--- config.mk ---
export PLATFORM = sky130hd
export DESIGN_NAME = wb_exc_ctrl
export DESIGN_NICKNAME = d
export VERILOG_FILES = /design/src/rtl/wb_exc_ctrl.sv
export SDC_FILE = /design/constraint.sdc
export NUM_CORES = 1
export LEC_CHECK = 0
export BUFFER_PORTS_ARGS = -buffer_cell sky130_fd_sc_hd__buf_2
export CAP_MARGIN = 15
export CORE_AREA = 2 2 104 106
export DETAILED_ROUTE_END_ITERATION = 12
export DIE_AREA = 0 0 106 108
export PLACE_DENSITY = 0.83
export SLEW_MARGIN = 25
export SYNTH_ARGS = -nofsm -noshare
export SYNTH_HDL_FRONTEND = slang
export SYNTH_SLANG_ARGS = --single-unit
--- constraint.sdc ---
create_clock -name clk_i -period 8 [get_ports clk_i]
set_input_delay 0.4 -clock clk_i [delete_from_list [all_inputs] [get_ports clk_i]]
set_output_delay 0.4 -clock clk_i [all_outputs]
set_load 0.02 [all_outputs]
--- src/rtl/wb_exc_ctrl.sv ---
// rtl/wb_exc_ctrl.sv - WB-stage exception/ertn commit sequencer and front-end redirect
module wb_exc_ctrl #(
   parameter int unsigned FLUSH_MIN = 1  // minimum cycles spent in REDIRECT, 1..15
) (
   input  logic        clk_i,
   input  logic        reset_i,
   input  logic        wb_valid_i,
   input  logic [31:0] wb_pc_i,
   input  logic [31:0] wb_vaddr_i,
   input  logic        wb_int_i,
   input  logic [5:0]  wb_exc_i,
   input  logic        wb_ertn_i,
   input  logic [31:0] ex_entry_i,
   input  logic [31:0] ertn_entry_i,
   input  logic        preif_ready_i,
   output logic        csr_wb_ex_o,
   output logic        csr_ertn_flush_o,
   output logic [5:0]  csr_wb_ecode_o,
   output logic [8:0]  csr_wb_esubcode_o,
   output logic [31:0] csr_wb_pc_o,
   output logic [31:0] csr_wb_vaddr_o,
   output logic        pipe_flush_o,
   output logic        redirect_valid_o,
   output logic [31:0] redirect_pc_o,
   output logic        wb_allowin_o
);

   typedef enum logic [1:0] {
      S_IDLE     = 2'd0,
      S_COMMIT   = 2'd1,
      S_REDIRECT = 2'd2
   } state_e;

   localparam logic [3:0] CNT_LAST = 4'(FLUSH_MIN - 1);

   state_e      state_q, state_d;
   logic        is_ex_q, is_ex_d;     // 1: exception commit, 0: ertn commit
   logic [5:0]  ecode_q, ecode_d;
   logic [8:0]  esub_q, esub_d;
   logic [31:0] pc_q, pc_d;
   logic [31:0] vaddr_q, vaddr_d;
   logic [31:0] target_q, target_d;
   logic [3:0]  cnt_q, cnt_d;

   logic        trigger;
   logic        sel_ex;
   logic [5:0]  sel_ecode;
   logic [8:0]  sel_esub;

   assign trigger = wb_valid_i & (wb_int_i | (|wb_exc_i) | wb_ertn_i);

   // Priority pick of the retiring instruction's cause; ertn only if nothing else is pending
   always_comb begin
      sel_ex    = 1'b1;
      sel_ecode = 6'h00;
      sel_esub  = 9'd0;
      if (wb_int_i) begin
         sel_ecode = 6'h00;
      end else if (wb_exc_i[0]) begin
         sel_ecode = 6'h08;
      end else if (wb_exc_i[1]) begin
         sel_ecode = 6'h0D;
      end else if (wb_exc_i[2]) begin
         sel_ecode = 6'h0B;
      end else if (wb_exc_i[3]) begin
         sel_ecode = 6'h0C;
      end else if (wb_exc_i[4]) begin
         sel_ecode = 6'h09;
      end else if (wb_exc_i[5]) begin
         sel_ecode = 6'h08;
         sel_esub  = 9'd1;
      end else begin
         sel_ex    = 1'b0;
      end
   end

   // Next-state and output decode; outputs are pure functions of state so reset clears them at once
   always_comb begin
      state_d            = state_q;
      is_ex_d            = is_ex_q;
      ecode_d            = ecode_q;
      esub_d             = esub_q;
      pc_d               = pc_q;
      vaddr_d            = vaddr_q;
      target_d           = target_q;
      cnt_d              = cnt_q;
      csr_wb_ex_o        = 1'b0;
      csr_ertn_flush_o   = 1'b0;
      pipe_flush_o       = 1'b0;
      redirect_valid_o   = 1'b0;
      wb_allowin_o       = 1'b0;

      unique case (state_q)
         S_IDLE: begin
            wb_allowin_o = 1'b1;
            if (trigger) begin
               is_ex_d = sel_ex;
               ecode_d = sel_ecode;
               esub_d  = sel_esub;
               pc_d    = wb_pc_i;
               vaddr_d = wb_vaddr_i;
               state_d = S_COMMIT;
            end
         end
         S_COMMIT: begin
            csr_wb_ex_o      = is_ex_q;
            csr_ertn_flush_o = ~is_ex_q;
            pipe_flush_o     = 1'b1;
            target_d         = is_ex_q ? ex_entry_i : ertn_entry_i;
            cnt_d            = 4'd0;
            state_d          = S_REDIRECT;
         end
         S_REDIRECT: begin
            redirect_valid_o = 1'b1;
            pipe_flush_o     = 1'b1;
            if (cnt_q < CNT_LAST) begin
               cnt_d = cnt_q + 4'd1;
            end
            if (preif_ready_i && (cnt_q == CNT_LAST)) begin
               state_d = S_IDLE;
            end
         end
         default: begin
            state_d = S_IDLE;
         end
      endcase
   end

   // State and capture registers
   always_ff @(posedge clk_i or posedge reset_i) begin
      if (reset_i) begin
         state_q  <= S_IDLE;
         is_ex_q  <= 1'b0;
         ecode_q  <= 6'h00;
         esub_q   <= 9'd0;
         pc_q     <= 32'h0;
         vaddr_q  <= 32'h0;
         target_q <= 32'h0;
         cnt_q    <= 4'd0;
      end else begin
         state_q  <= state_d;
         is_ex_q  <= is_ex_d;
         ecode_q  <= ecode_d;
         esub_q   <= esub_d;
         pc_q     <= pc_d;
         vaddr_q  <= vaddr_d;
         target_q <= target_d;
         cnt_q    <= cnt_d;
      end
   end

   assign csr_wb_ecode_o    = ecode_q;
   assign csr_wb_esubcode_o = esub_q;
   assign csr_wb_pc_o       = pc_q;
   assign csr_wb_vaddr_o    = vaddr_q;
   assign redirect_pc_o     = target_q;

endmodule

; Yosys cells after proc, flatten, opt, wreduce, memory -nomap -nowiden
; Index checks and enable logic that the tools add are counted.
[word_totals]
regBits = 118
in_bits = 140
wordCells = 60
[classes]
add_sub_neg = 1
n_lt_le_gt_ge = 1
eq_ne = 5
muxes = 32
n_bitwise = 4
n_reduce_logical = 9
[ops]
columns = cell, n
row1 = 32-bit two-way mux, 1
row2 = 4-bit two-way mux, 8
row3 = 1-bit two-way mux, 19
row4 = 4-bit case mux with 2 select lines, 1
row5 = "2-bit inequality test, second input constant", 3
row6 = 2-bit case mux with 3 select lines, 1
row7 = 2-bit AND reduction, 3
row8 = 6-bit OR reduction, 1
row9 = "4-bit by 1-bit adder with 4-bit output, second input constant", 1
row10 = 4-bit zero test, 1
row11 = "4-bit by 1-bit < comparator with 1-bit output, second input constant", 1
row12 = 2-bit two-way mux, 2
row13 = "2-bit by 1-bit equality test with 1-bit output, second input constant", 1
row14 = "2-bit equality test, second input constant", 1
row15 = 2-bit zero test, 1
row16 = 1-bit bitwise OR, 2
row17 = 2-bit nonzero test, 1
row18 = 2-bit OR reduction, 1
row19 = 1-bit bitwise AND, 1
row20 = 1-bit logical AND, 1
row21 = 1-bit inverter, 1

; Logic depth before layout (Yosys ltp)
[logic_depth]
depth_word = 7
depth_mapped = 9

; Least setup slack after synthesis
; No wires, ideal clock.
[synth_path]
path_kind = reg-to-reg
from = register state_q[1]
to = register vaddr_q[10] (netlist: csr_wb_vaddr_o[10])
arrival_ns = 2.013
t_required_ns = 7.875
slack_ns = 5.862
path_stages_with_launch = 10
n_path_buf = 4
period_less_slack_ns = 2.138
cell_sequence = dfrtp_1 > inv_1 > ha_1 > clkbuf_1 > nand2_1 > o21ba_1 > buf_6 > buf_6 > buf_6 > mux2_4
[synth_between]
elab_chain_len = 2
[synth_rtl]
columns = element, line_no
row1 = start: declaration, 36  ; state_e state_q, state_d;
row2 = start signal: assignment, 141  ; state_q <= state_d;
row3 = 2-bit zero test, 93  ; unique case (state_q)
row4 = 2-bit AND reduction (no source line), -
row5 = end signal: assignment, 146  ; vaddr_q <= vaddr_d;
row6 = end: declaration, 41  ; logic [31:0] vaddr_q, vaddr_d;
; No other way between the ends.
; A chain may end at the register's enable or synchronous reset.

; Worst setup path in the final report
[layout_path]
from = register state_q[1]
to = register pc_q[30] (netlist: csr_wb_pc_o[30])
[layout_between]
elab_chain_len = 2
[layout_rtl]
columns = element, line_no
row1 = 2-bit zero test, 93
row2 = 2-bit AND reduction (no source line), -
row3 = end signal: assignment, 145  ; pc_q <= pc_d;
row4 = end: declaration, 40  ; logic [31:0] pc_q, pc_d;
; No other way between the ends.

==> summary.txt <==
=================================================================================================
Final Max Tran Viols                                                                            0
Critical path launch point                                                             state_q[1]
Placement Cell Area                                                                   0.00578 mm2
Global-route met3 utilization                                                               4.64%
Internal power of the cells                                                               1.41 mW
Worst-Margin Slew                                                                          978 ps
Main flop type after synthesis                                                       sky130_fd_sc_hd__dfrtp_1
Max-Cap Viols                                                                                   0
WP data required                                                                          8230 ps
Final nets                                                                                    726
Minimum period implied by the final worst setup slack                                     2670 ps
Worst-case register-to-register setup slack                                               5330 ps
Die extent in x                                                                            106 um
Port-buffer cells                                                                             245
Starting utilization of the core area                                                       44.0%
RePlAce Congestion                                                                          0.794
Instance count of the mapped netlist                                                          345
HPWL after DPL                                                                            8460 um
Register bit count reported by yosys                                                          104
Slowest-stage cell, CP                                                               sky130_fd_sc_hd__buf_4
First-pass GRT wire length                                                               17000 um
Hold buffer count at CTS                                                                        0
Share of flip-flops with an asynchronous set or reset                                        100%
Iter 0 DRT Violations                                                                         159
RSZ-0062 raised after global routing                                                           no
Fraction of power consumed by sequential logic                                              39.0%
Tightest slew margin relative to the limit                                                  34.8%
Length of the first detailed-routing pass in iterations                                         4
Largest delay contributor family on the critical path                                buffers and inverters
WL final                                                                                 11200 um
Via count of the first global-routing pass                                                   3657
Number of distinct library cell variants in the gate-level netlist after synthesis             33
Top Ports                                                                                     256
Worst clock skew                                                                          9.33 ps
Maximum number of buffers from clock root to sink                                               2
Average wire per standard cell                                                            15.5 um
Warning count from the yosys run                                                                0
Category of the worst setup path capture point                                          flip-flop
Floorplan die height                                                                       108 um
Final hold vios                                                                                 0
Buf+Inv Stages, Crit Path                                                                       2
Outcome                                                                                 completed
Commonest non-fill, non-tap cell in the layout                                       sky130_fd_sc_hd__buf_2
Cell Rows                                                                                      37
Worst-path clk slew                                                                         90 ps
Grt peak-use layer                                                                           met2
Clock tree root driver cell                                                          sky130_fd_sc_hd__clkbuf_8
Leak pwr                                                                                  3.09 nW
Post-Synthesis Cell Area                                                              0.00450 mm2
Number of antenna cells inserted                                                                0
Delay contributed by the slowest stage of the critical path                                630 ps
Kind of path behind the tightest hold check                                          primary input to asynchronous set/reset pin
Core Area                                                                              0.0102 mm2
Net switching power                                                                       1.03 mW
Pin count of the biggest net entering global routing                                           67
Setup_tns                                                                                    0 ps
GRT Residual Overflow                                                                           0
Total routing resource utilization after global routing                                     18.9%
Filler Cell Count                                                                             857
Worst slack at placement                                                                  5360 ps
Area of all placed cells without fillers                                              0.00594 mm2
Commonest non-fill, non-tap cells in the layout                                      sky130_fd_sc_hd__buf_2, sky130_fd_sc_hd__dfrtp_1, sky130_fd_sc_hd__mux2_2, sky130_fd_sc_hd__nor2_1
Maximum resistive drop on vdd                                                          0.000232 V
Non-filler instance count after layout                                                        722
Area growth, synth to finish                                                                32.0%
Number of setup violations in the final report                                                  0
H-tree level count                                                                              3
CTS resizes                                                                                     0
Hold WS                                                                                    126 ps
Mapped Avg Cell Area                                                                     13.0 um2
Period utilisation layout                                                                   33.4%
M2 GR Usage                                                                                 34.1%
Number of cells after detailed placement                                                      707
Power per cell area                                                                    412 mW/mm2
Routed Antenna Nets                                                                             0
DRC violations left                                                                             0
Achievable Freq                                                                           374 MHz
Highest net fanout along the worst path                                                        54
Kind of critical path                                                                flip-flop to flip-flop
Setup repair bufs after CTS                                                                     0
Signal arrival time at the worst endpoint                                                 2900 ps
Insertion delay of the later-clocked pin in the worst-skew pair                            350 ps
Die area                                                                               0.0114 mm2
Post-synthesis sequential area ratio                                                        57.8%
Met1 track demand over resource                                                             21.3%
Number of antenna violations at the first check in global routing                               0
Fraction of power spent switching nets                                                      42.2%
Clk pwr share                                                                               11.7%
Combinational cell fraction of total power                                                  49.3%
Cts bufs inserted                                                                               9
TritonCTS clock tree                                                                          yes
CP cell instances                                                                    inv_1, ha_1, nand2_1, o21ba_4, buf_4, mux2_2
Fraction of layout cells with a size suffix above 1                                         56.3%
Setup slack of the critical path after layout                                             5330 ps
CP Launch Type                                                                          flip-flop
Vias per cell                                                                                4.87
TritonCTS Sinks                                                                               104
Number of synthesized flops with an enable pin                                                  0
Total via count after detailed routing                                                       3517
Worst r2r src                                                                          state_q[1]
=================================================================================================
## worst reg2reg max path: cells and delay by family, from the launching register on
kind                     cells  cell delay (ps)
AO/OA/AOI/OAI                1              400
adder cells (fa/ha/maj)      1              360
flip-flops                   1              430
multiplexers                 1              460
AND/OR/NAND/NOR              1              150
buffers and inverters        2              770
## kinds of logic (layout without fill, tap and decap cells)
family          after synthesis  count (layout)  share of synthesized area (%)
flops                       104             104                           57.8
mux                          98              98                           25.0
compound gates               44              44                           5.48
other cells                   1              10                         0.0833
fa+ha+maj                     4               4                           1.11
buf+inv                      37             269                           4.73
simple gates                 57              57                           5.76
## area by class of cell
type                            instances  area [um2]  share of cell area (%)
Multi-Input combinational cell        213        1730                    29.1
Timing Repair Buffer                  248        1250                    21.0
Tap cell                              136         170                    2.86
Clock inverter                          3        18.8                   0.316
Sequential cell                       104        2600                    43.8
Clock buffer                           12         145                    2.44
Inverter                                6        25.0                   0.421
## per-stage QoR
stage	total power [mW]	util, %
floorplan	1.78	-
global placement	2.13	56.5
detailed placement	2.18	56.5
CTS	2.48	58.1
global route	2.60	58.1
finish	2.45	58.1
## flip-flops by register name, summed over array words and instances, names as in the netlist
name               cells
state_q                2
redirect_pc_o         32
csr_wb_ecode_o         4
is_ex_q                1
csr_wb_vaddr_o        32
csr_wb_pc_o           32
csr_wb_esubcode_o      1
## final timing paths
check	end	cells past startpoint
min in group clk_i	csr_wb_vaddr_o[9]	2
hold / removal	csr_wb_pc_o[6]	2
setup reg to reg	csr_wb_pc_o[30]	6
max in group asynchronous	is_ex_q	3
setup / recovery	csr_wb_pc_o[30]	6
hold reg to reg	csr_wb_esubcode_o[0]	1
## power groups by stage
stage                     Clock (mW)  Sequential [mW]  Combinational, mW
after floorplan                    0             1.23              0.547
after global placement             0            0.949               1.18
after detailed placement           0            0.962               1.22
after CTS                      0.301            0.959               1.22
after global routing           0.317            0.992               1.29
final                          0.286            0.956               1.21
## synth_stat cells, drive strengths merged (2+ instances only)
| master | count | area, um2 |
|---|---|---|
| nor2b | 5 | 31.3 |
| nor2 | 35 | 131 |
| a21oi | 33 | 165 |
| mux2 | 65 | 796 |
| buf | 24 | 164 |
| nor3 | 2 | 10.0 |
| dfrtp | 104 | 2600 |
| inv | 6 | 22.5 |
| clkbuf | 7 | 26.3 |
| mux2i | 33 | 330 |
| or3 | 3 | 18.8 |
| nand2 | 3 | 11.3 |
| or4 | 2 | 15.0 |
| ha | 4 | 50.1 |
| nand3 | 3 | 15.0 |
| o21ai | 3 | 15.0 |
## per-layer routing
metal | up-vias | share of wire, %
met2 | 185 | 52
met5 | - | 0
met4 | 0 | 2.0
met3 | 19 | 8.2
li1 | 1653 | -
met1 | 1660 | 38
Note: power is estimated with default switching activity, not from simulation.
